File: src/rtl/pipeline_pkg.sv
// Shared types and constants for the pipeline hazard controller.
package pipeline_pkg;

   localparam int REG_INDEX_BIT_WIDTH_DEF = 4;

   localparam logic [1:0] FWD_REGFILE = 2'b00;
   localparam logic [1:0] FWD_EXMEM   = 2'b01;
   localparam logic [1:0] FWD_MEMWB   = 2'b10;

   typedef struct packed {
      logic                               valid;
      logic [REG_INDEX_BIT_WIDTH_DEF-1:0] dst;
      logic                               wr;
      logic                               ld;
   } trk_entry_t;

   typedef enum logic [1:0] {
      MODE_NORMAL,
      MODE_STALL,
      MODE_REDIRECT,
      MODE_FREEZE
   } ctrl_mode_e;

   function automatic logic src_match(trk_entry_t e, logic used,
                                      logic [REG_INDEX_BIT_WIDTH_DEF-1:0] src);
      return e.valid & e.wr & used & (e.dst == src);
   endfunction

   function automatic logic [1:0] fwd_sel(logic ex_hit, logic mem_hit);
      return ex_hit ? FWD_EXMEM : (mem_hit ? FWD_MEMWB : FWD_REGFILE);
   endfunction

endpackage

File: src/rtl/pipeline_hazard_ctrl_if.sv
// DEC-stage request and pipeline control bundle between the CPU and the hazard controller.
interface pipeline_hazard_ctrl_if #(
   parameter int REG_INDEX_BIT_WIDTH = pipeline_pkg::REG_INDEX_BIT_WIDTH_DEF,
   parameter int CNT_BITS            = 16
);
   // dec_valid qualifies every dec_* field in the same cycle; the DEC instruction is
   // accepted into EXE on a rising edge only when decExeEn=1 and dec_exe_bubble=0.
   logic                           dec_valid;
   logic [REG_INDEX_BIT_WIDTH-1:0] dec_src1;
   logic [REG_INDEX_BIT_WIDTH-1:0] dec_src2;
   logic                           dec_src1_used;
   logic                           dec_src2_used;
   logic [REG_INDEX_BIT_WIDTH-1:0] dec_dst;
   logic                           dec_reg_wrt;
   logic                           dec_is_load;
   logic                           exe_redirect;
   logic                           mem_wait;

   logic                           pc_wrt_en;
   logic                           ifDecEn;
   logic                           decExeEn;
   logic                           exeMemEn;
   logic                           memWbEn;
   logic                           if_dec_flush;
   logic                           dec_exe_bubble;
   logic [1:0]                     fwd_a_sel;
   logic [1:0]                     fwd_b_sel;
   logic                           isStalled;
   logic [CNT_BITS-1:0]            stall_count;
   logic [CNT_BITS-1:0]            flush_count;

   modport master (
      output dec_valid, dec_src1, dec_src2, dec_src1_used, dec_src2_used,
             dec_dst, dec_reg_wrt, dec_is_load, exe_redirect, mem_wait,
      input  pc_wrt_en, ifDecEn, decExeEn, exeMemEn, memWbEn, if_dec_flush,
             dec_exe_bubble, fwd_a_sel, fwd_b_sel, isStalled, stall_count, flush_count
   );

   modport slave (
      input  dec_valid, dec_src1, dec_src2, dec_src1_used, dec_src2_used,
             dec_dst, dec_reg_wrt, dec_is_load, exe_redirect, mem_wait,
      output pc_wrt_en, ifDecEn, decExeEn, exeMemEn, memWbEn, if_dec_flush,
             dec_exe_bubble, fwd_a_sel, fwd_b_sel, isStalled, stall_count, flush_count
   );
endinterface

File: src/rtl/pipeline_hazard_ctrl_sat_counter.sv
// Saturating up-counter: holds at all-ones instead of wrapping.
module sat_counter #(
   parameter int WIDTH = 16
) (
   input  logic             clk,
   input  logic             rst_n,
   input  logic             inc_i,
   output logic [WIDTH-1:0] count_o
);
   logic [WIDTH-1:0] count_q, count_d;

   always_comb begin
      count_d = count_q;
      if (inc_i && (count_q != '1)) count_d = count_q + 1'b1;
   end

   always_ff @(posedge clk or negedge rst_n) begin
      if (!rst_n) count_q <= '0;
      else        count_q <= count_d;
   end

   assign count_o = count_q;
endmodule

File: src/rtl/pipeline_hazard_ctrl.sv
// Stall/flush/forwarding controller for the 5-stage pipeline (IF, DEC, EXE, MEM, WB).
// Define FORWARDING_EN to use forwarding selects; otherwise any RAW match in EX/MEM stalls.
module pipeline_hazard_ctrl
   import pipeline_pkg::*;
#(
   parameter int REG_INDEX_BIT_WIDTH = REG_INDEX_BIT_WIDTH_DEF,
   parameter int CNT_BITS            = 16
) (
   input  logic                 clk,
   input  logic                 reset,
   pipeline_hazard_ctrl_if.slave hz
);
   trk_entry_t          ex_q, ex_d, mem_q, mem_d;
   ctrl_mode_e          mode;
   logic                ex_hit1, ex_hit2, mem_hit1, mem_hit2, hazard;
   logic [CNT_BITS-1:0] stall_cnt, flush_cnt;

   assign ex_hit1  = src_match(ex_q,  hz.dec_src1_used, hz.dec_src1);
   assign ex_hit2  = src_match(ex_q,  hz.dec_src2_used, hz.dec_src2);
   assign mem_hit1 = src_match(mem_q, hz.dec_src1_used, hz.dec_src1);
   assign mem_hit2 = src_match(mem_q, hz.dec_src2_used, hz.dec_src2);

`ifdef FORWARDING_EN
   assign hazard = hz.dec_valid & ex_q.ld & (ex_hit1 | ex_hit2);
`else
   assign hazard = hz.dec_valid & (ex_hit1 | ex_hit2 | mem_hit1 | mem_hit2);
`endif

   always_comb begin
      mode = MODE_NORMAL;
      if (hz.mem_wait)          mode = MODE_FREEZE;
      else if (hz.exe_redirect) mode = MODE_REDIRECT;
      else if (hazard)          mode = MODE_STALL;
   end

   always_comb begin
      hz.pc_wrt_en      = 1'b1;
      hz.ifDecEn        = 1'b1;
      hz.decExeEn       = 1'b1;
      hz.exeMemEn       = 1'b1;
      hz.memWbEn        = 1'b1;
      hz.if_dec_flush   = 1'b0;
      hz.dec_exe_bubble = 1'b0;
      hz.isStalled      = 1'b0;
      ex_d  = '{valid: hz.dec_valid, dst: hz.dec_dst, wr: hz.dec_reg_wrt, ld: hz.dec_is_load};
      mem_d = ex_q;
      case (mode)
         MODE_FREEZE: begin
            hz.pc_wrt_en = 1'b0;
            hz.ifDecEn   = 1'b0;
            hz.decExeEn  = 1'b0;
            hz.exeMemEn  = 1'b0;
            hz.memWbEn   = 1'b0;
            ex_d         = ex_q;
            mem_d        = mem_q;
         end
         // Squashing DEC also discards any hazard it had.
         MODE_REDIRECT: begin
            hz.if_dec_flush   = 1'b1;
            hz.dec_exe_bubble = 1'b1;
            ex_d              = '0;
         end
         MODE_STALL: begin
            hz.pc_wrt_en      = 1'b0;
            hz.ifDecEn        = 1'b0;
            hz.dec_exe_bubble = 1'b1;
            hz.isStalled      = 1'b1;
            ex_d              = '0;
         end
         default: ;
      endcase
   end

   always_ff @(posedge clk or negedge reset) begin
      if (!reset) begin
         ex_q  <= '0;
         mem_q <= '0;
      end else begin
         ex_q  <= ex_d;
         mem_q <= mem_d;
      end
   end

`ifdef FORWARDING_EN
   logic [1:0] fwd_a_q, fwd_a_d, fwd_b_q, fwd_b_d;

   // Selects load with DEC_EXE: fresh on accept, cleared on bubble/flush, held on freeze.
   always_comb begin
      fwd_a_d = fwd_a_q;
      fwd_b_d = fwd_b_q;
      if (mode == MODE_NORMAL) begin
         fwd_a_d = fwd_sel(ex_hit1, mem_hit1);
         fwd_b_d = fwd_sel(ex_hit2, mem_hit2);
      end else if (mode != MODE_FREEZE) begin
         fwd_a_d = FWD_REGFILE;
         fwd_b_d = FWD_REGFILE;
      end
   end

   always_ff @(posedge clk or negedge reset) begin
      if (!reset) begin
         fwd_a_q <= FWD_REGFILE;
         fwd_b_q <= FWD_REGFILE;
      end else begin
         fwd_a_q <= fwd_a_d;
         fwd_b_q <= fwd_b_d;
      end
   end

   assign hz.fwd_a_sel = fwd_a_q;
   assign hz.fwd_b_sel = fwd_b_q;
`else
   assign hz.fwd_a_sel = FWD_REGFILE;
   assign hz.fwd_b_sel = FWD_REGFILE;
`endif

   sat_counter #(.WIDTH(CNT_BITS)) u_stall_cnt (
      .clk     (clk),
      .rst_n   (reset),
      .inc_i   (mode == MODE_STALL),
      .count_o (stall_cnt)
   );

   sat_counter #(.WIDTH(CNT_BITS)) u_flush_cnt (
      .clk     (clk),
      .rst_n   (reset),
      .inc_i   (mode == MODE_REDIRECT),
      .count_o (flush_cnt)
   );

   assign hz.stall_count = stall_cnt;
   assign hz.flush_count = flush_cnt;
endmodule

File: src/flat_wrapper.sv
// flat-port wrapper written by rule: the top's interface ports become plain ports
module pipeline_hazard_ctrl_flat import pipeline_pkg::*;
#(
   parameter int REG_INDEX_BIT_WIDTH = REG_INDEX_BIT_WIDTH_DEF,
   parameter int CNT_BITS            = 16
)
  (clk, reset, hz_dec_valid, hz_dec_src1, hz_dec_src2, hz_dec_src1_used, hz_dec_src2_used, hz_dec_dst, hz_dec_reg_wrt, hz_dec_is_load, hz_exe_redirect, hz_mem_wait, hz_pc_wrt_en, hz_ifDecEn, hz_decExeEn, hz_exeMemEn, hz_memWbEn, hz_if_dec_flush, hz_dec_exe_bubble, hz_fwd_a_sel, hz_fwd_b_sel, hz_isStalled, hz_stall_count, hz_flush_count);
  pipeline_hazard_ctrl_if #(.REG_INDEX_BIT_WIDTH(REG_INDEX_BIT_WIDTH), .CNT_BITS(CNT_BITS)) hz_i ();
  input  logic clk;
  input  logic reset;
  input wire logic [$bits(hz_i.dec_valid)-1:0] hz_dec_valid;
  input wire logic [$bits(hz_i.dec_src1)-1:0] hz_dec_src1;
  input wire logic [$bits(hz_i.dec_src2)-1:0] hz_dec_src2;
  input wire logic [$bits(hz_i.dec_src1_used)-1:0] hz_dec_src1_used;
  input wire logic [$bits(hz_i.dec_src2_used)-1:0] hz_dec_src2_used;
  input wire logic [$bits(hz_i.dec_dst)-1:0] hz_dec_dst;
  input wire logic [$bits(hz_i.dec_reg_wrt)-1:0] hz_dec_reg_wrt;
  input wire logic [$bits(hz_i.dec_is_load)-1:0] hz_dec_is_load;
  input wire logic [$bits(hz_i.exe_redirect)-1:0] hz_exe_redirect;
  input wire logic [$bits(hz_i.mem_wait)-1:0] hz_mem_wait;
  output wire logic [$bits(hz_i.pc_wrt_en)-1:0] hz_pc_wrt_en;
  output wire logic [$bits(hz_i.ifDecEn)-1:0] hz_ifDecEn;
  output wire logic [$bits(hz_i.decExeEn)-1:0] hz_decExeEn;
  output wire logic [$bits(hz_i.exeMemEn)-1:0] hz_exeMemEn;
  output wire logic [$bits(hz_i.memWbEn)-1:0] hz_memWbEn;
  output wire logic [$bits(hz_i.if_dec_flush)-1:0] hz_if_dec_flush;
  output wire logic [$bits(hz_i.dec_exe_bubble)-1:0] hz_dec_exe_bubble;
  output wire logic [$bits(hz_i.fwd_a_sel)-1:0] hz_fwd_a_sel;
  output wire logic [$bits(hz_i.fwd_b_sel)-1:0] hz_fwd_b_sel;
  output wire logic [$bits(hz_i.isStalled)-1:0] hz_isStalled;
  output wire logic [$bits(hz_i.stall_count)-1:0] hz_stall_count;
  output wire logic [$bits(hz_i.flush_count)-1:0] hz_flush_count;
  assign hz_i.dec_valid = hz_dec_valid;
  assign hz_i.dec_src1 = hz_dec_src1;
  assign hz_i.dec_src2 = hz_dec_src2;
  assign hz_i.dec_src1_used = hz_dec_src1_used;
  assign hz_i.dec_src2_used = hz_dec_src2_used;
  assign hz_i.dec_dst = hz_dec_dst;
  assign hz_i.dec_reg_wrt = hz_dec_reg_wrt;
  assign hz_i.dec_is_load = hz_dec_is_load;
  assign hz_i.exe_redirect = hz_exe_redirect;
  assign hz_i.mem_wait = hz_mem_wait;
  assign hz_pc_wrt_en = hz_i.pc_wrt_en;
  assign hz_ifDecEn = hz_i.ifDecEn;
  assign hz_decExeEn = hz_i.decExeEn;
  assign hz_exeMemEn = hz_i.exeMemEn;
  assign hz_memWbEn = hz_i.memWbEn;
  assign hz_if_dec_flush = hz_i.if_dec_flush;
  assign hz_dec_exe_bubble = hz_i.dec_exe_bubble;
  assign hz_fwd_a_sel = hz_i.fwd_a_sel;
  assign hz_fwd_b_sel = hz_i.fwd_b_sel;
  assign hz_isStalled = hz_i.isStalled;
  assign hz_stall_count = hz_i.stall_count;
  assign hz_flush_count = hz_i.flush_count;
  pipeline_hazard_ctrl #(.REG_INDEX_BIT_WIDTH(REG_INDEX_BIT_WIDTH), .CNT_BITS(CNT_BITS)) u_core (.clk(clk), .reset(reset), .hz(hz_i));
endmodule
File: config.mk
export PLATFORM = sky130hd
export DESIGN_NAME = pipeline_hazard_ctrl_flat
export DESIGN_NICKNAME = d
export VERILOG_FILES = /design/src/rtl/pipeline_pkg.sv /design/src/rtl/pipeline_hazard_ctrl_if.sv /design/src/rtl/pipeline_hazard_ctrl_sat_counter.sv /design/src/rtl/pipeline_hazard_ctrl.sv /design/src/flat_wrapper.sv
export SDC_FILE = /design/constraint.sdc
export NUM_CORES = 1
export LEC_CHECK = 0
export CORE_MARGIN = 1
export CORE_UTILIZATION = 48
export CTS_CLUSTER_SIZE = 28
export DETAILED_ROUTE_END_ITERATION = 10
export PLACE_DENSITY = 0.87
export REMOVE_ABC_BUFFERS = 1
export SLEW_MARGIN = 10
export SYNTH_ARGS = -nofsm -noshare
export SYNTH_HDL_FRONTEND = slang
export SYNTH_SLANG_ARGS = --single-unit
File: constraint.sdc
create_clock -name clk -period 2.8 [get_ports clk]
set_input_delay 0.42 -clock clk [delete_from_list [all_inputs] [get_ports clk]]
set_output_delay 0.42 -clock clk [all_outputs]
set_load 0.03 [all_outputs]
==> out/qor.yml <==
die:
  start_util_pct: 51.3
  num_rows: 24
  core_area_um2: 4440
  die_area_um2: 5030
  io_pins: 65
  die_height_um: 70.9
  die_w_um: 70.9
hold_path:
  hp-class: "input pin to asynchronous set/reset pin"
critical_path:
  path_max_fanout: 2
  reg2reg_from: "u_core.ex_q[3]$_DFFE_PN0P_"
  cp.required_ps: 2380
  crit_path_start_kind: "input pin"
  end_kind: "output pin"
  crit_arrival_ps: 2320
  r2r_slack_ps: 220
  critical_path_class: "input pin to output pin"
  timing.rr.end: "u_core.ex_q[3]$_DFFE_PN0P_"
  ff2ff_path_depth: 12
  crit_start: "hz_dec_src2_used"
cts:
  cts_tree: "built"
  cts.clk_slew.worst_paths_ps: 80
  clockBufferDepth: 2
  ctsRootBufferMaster: "clkbuf_8"
  clkLatencyLatePin_ps: 280
  numCtsBuffers: 5
  htreeDepth: 2
  cts_sinks: 44
  hold_buffers: 0
run:
  cap_violations: 0
placement:
  gp_congestion: 0.801
  hpwlAfterDp_um: 3390
  numPortBuffers: 59
cells_and_area:
  multiInputGateArea_um2: 1110
  drive_gt1_share_pct: 16.8
  antenna_cells: 0
  fin_nets: 299
  area_growth_pct: 33.6
  nFillCells: 341
  final-seq-area_um2: 1100
logic_synthesis:
  ys_seq_elements: 44
  yosysSeqAreaShare_pct: 48.3
  synth_edf_count: 0
  netlist-cell-type-count: 37
  syn-mean-instance-area_um2: 11.3
  netlist_instances: 202
  async_flop_share_pct: 100
  synthFlopType: "dfrtp_1"
  syn_area_um2: 2280
  yosys_warnings: 0
grt:
  antenna_found_initial: 0
  grt_pass1_vias: 1752
  grt.total_usage_pct: 19.8
  grt_overflow: 0
  grt_pass1_wl_um: 7760
  grt_max_degree: 45
timing:
  fin_tns_setup_ps: 0
  grt_setup_unrepaired: "true"
  tightest_slew_ps: 953
  fin_crit_sh_pct: 98.0
  setup_violations: 0
  clock.fmax_ghz: 0.364
  hold_viol_final: 0
  max_slew_margin_pct: 36.5
  report.final.slew_viol_count: 0
  fin_crit_ps: 2740
  skew_ps: 7.73
power_and_ir_drop:
  ir_drop_mv: 0.472
  total_power_mw: 1.78
  leakage_nw: 1.33
  p_per_area_nw_per_um2: 586
detailed_routing:
  wl_per_cell_um: 14.0
  num_vias: 1740
  drt_wl_total_um: 4570
  firstDrtPassIters: 9
  vias_per_cell: 5.34
  drc: 2
  drt-initial-drc-count: 69
  ant_nets: 0
outcome:
  outcome: "finished with violations"
  violations: "design-rule violations"
## stage by stage
step                setup WS (ps)  utilization [%]  hold WS, ps  cells  cell area (µm²)
finish                       55.8             68.5          282    326             3040
global route                -11.3             68.5          364    326             3040
CTS                          7.11             67.8          316    322             3010
detailed placement           -421             65.5          490    314             2910
global placement             -413             65.5          487    314             2910
floorplan                    8.89                -          124    196             2220
## synth_stat cells (2+ instances only)
master     n  area (µm²)
nand2_1   19        71.3
and3_4     2        22.5
xnor2_1   26         228
dfrtp_1   44        1100
nand3_1    7        35.0
nand4_1   18         113
nand2b_1   2        12.5
ha_1       4        50.1
nor4_1     4        25.0
nor2_1     9        33.8
inv_1      5        18.8
and3_1     3        18.8
buf_4      7        52.6
a22o_1     4        35.0
xor2_1    17         149
o21ai_0    2        10.0
mux2_2     9         101
## state kept, by name, summed over array words and instances, names as in the netlist
name / cells
u_core.u_flush_cnt.count_o: 16
u_core.u_stall_cnt.count_o: 16
u_core.ex_q: 6
u_core.mem_q: 6
## cell usage in the layout, fill, tap and decap left out, drive strengths merged, types with 5 or more instances in the layout
cell type,n
dfrtp,44
clkdlybuf4s50,43
xnor2,26
buf,20
nand2,19
nand4,18
xor2,17
mux2,9
nor2,9
dlygate4sd2,8
nand3,8
clkbuf,6
inv,5
and3,5
## repair_timing
action	CTS	global route
endpoints found under the setup margin	5	5
setup buffers	1	4
pin swaps	5	6
resized for setup	17	4
## critical path: stages
cell and delay (ps):
clkdlybuf4s50_1 420, nand4_1 110, nor4_1 50, or4_1 540
a31o_1 270, buf_6 120, ha_4 260, buf_6 120
## kinds of logic after synthesis
logic type               Yosys count  share of synthesized area [%]
AND/OR/NAND/NOR                   73                           18.1
XOR/XNOR                          43                           16.5
buffers and inverters             14                           3.79
flip-flops                        44                           48.3
AO/OA/AOI/OAI                     13                           6.04
multiplexers                      10                           4.89
adder cells (fa/ha/maj)            4                           2.20
other                              1                          0.165
## final cells by class
| cell class | count | share of cell area [%] |
|---|---|---|
| clock buffer | 6 | 2.38 |
| clock inverter | 1 | 0.164 |
| inverter | 5 | 0.699 |
| multi-input combinational | 147 | 36.6 |
| sequential | 44 | 36.2 |
| tap | 52 | 2.14 |
| timing repair buffer | 71 | 21.8 |
## power breakdown
group	switching, mW	internal [mW]	leakage (nW)
Combinational	0.305	0.267	0.702
Sequential	0.119	0.725	0.587
Clock	0.196	0.170	0.0410
## layer usage
metal  share of wire, %  GRT usage (%)
met3                2.7           3.85
met1                 43           24.4
met4               0.68           5.33
met2                 53           35.7
met5                  0              0
## how the worst max path moves through the flow
stage,endpoint,slack [ps],depth (start not counted)
floorplan,hz_decExeEn,9,7
global placement,hz_isStalled,-410,7
detailed placement,hz_isStalled,-420,8
CTS,hz_exeMemEn,7,10
global route,hz_dec_exe_bubble,-10,8
finish,hz_dec_exe_bubble,60,8
Power figures use the tool's default switching activity.
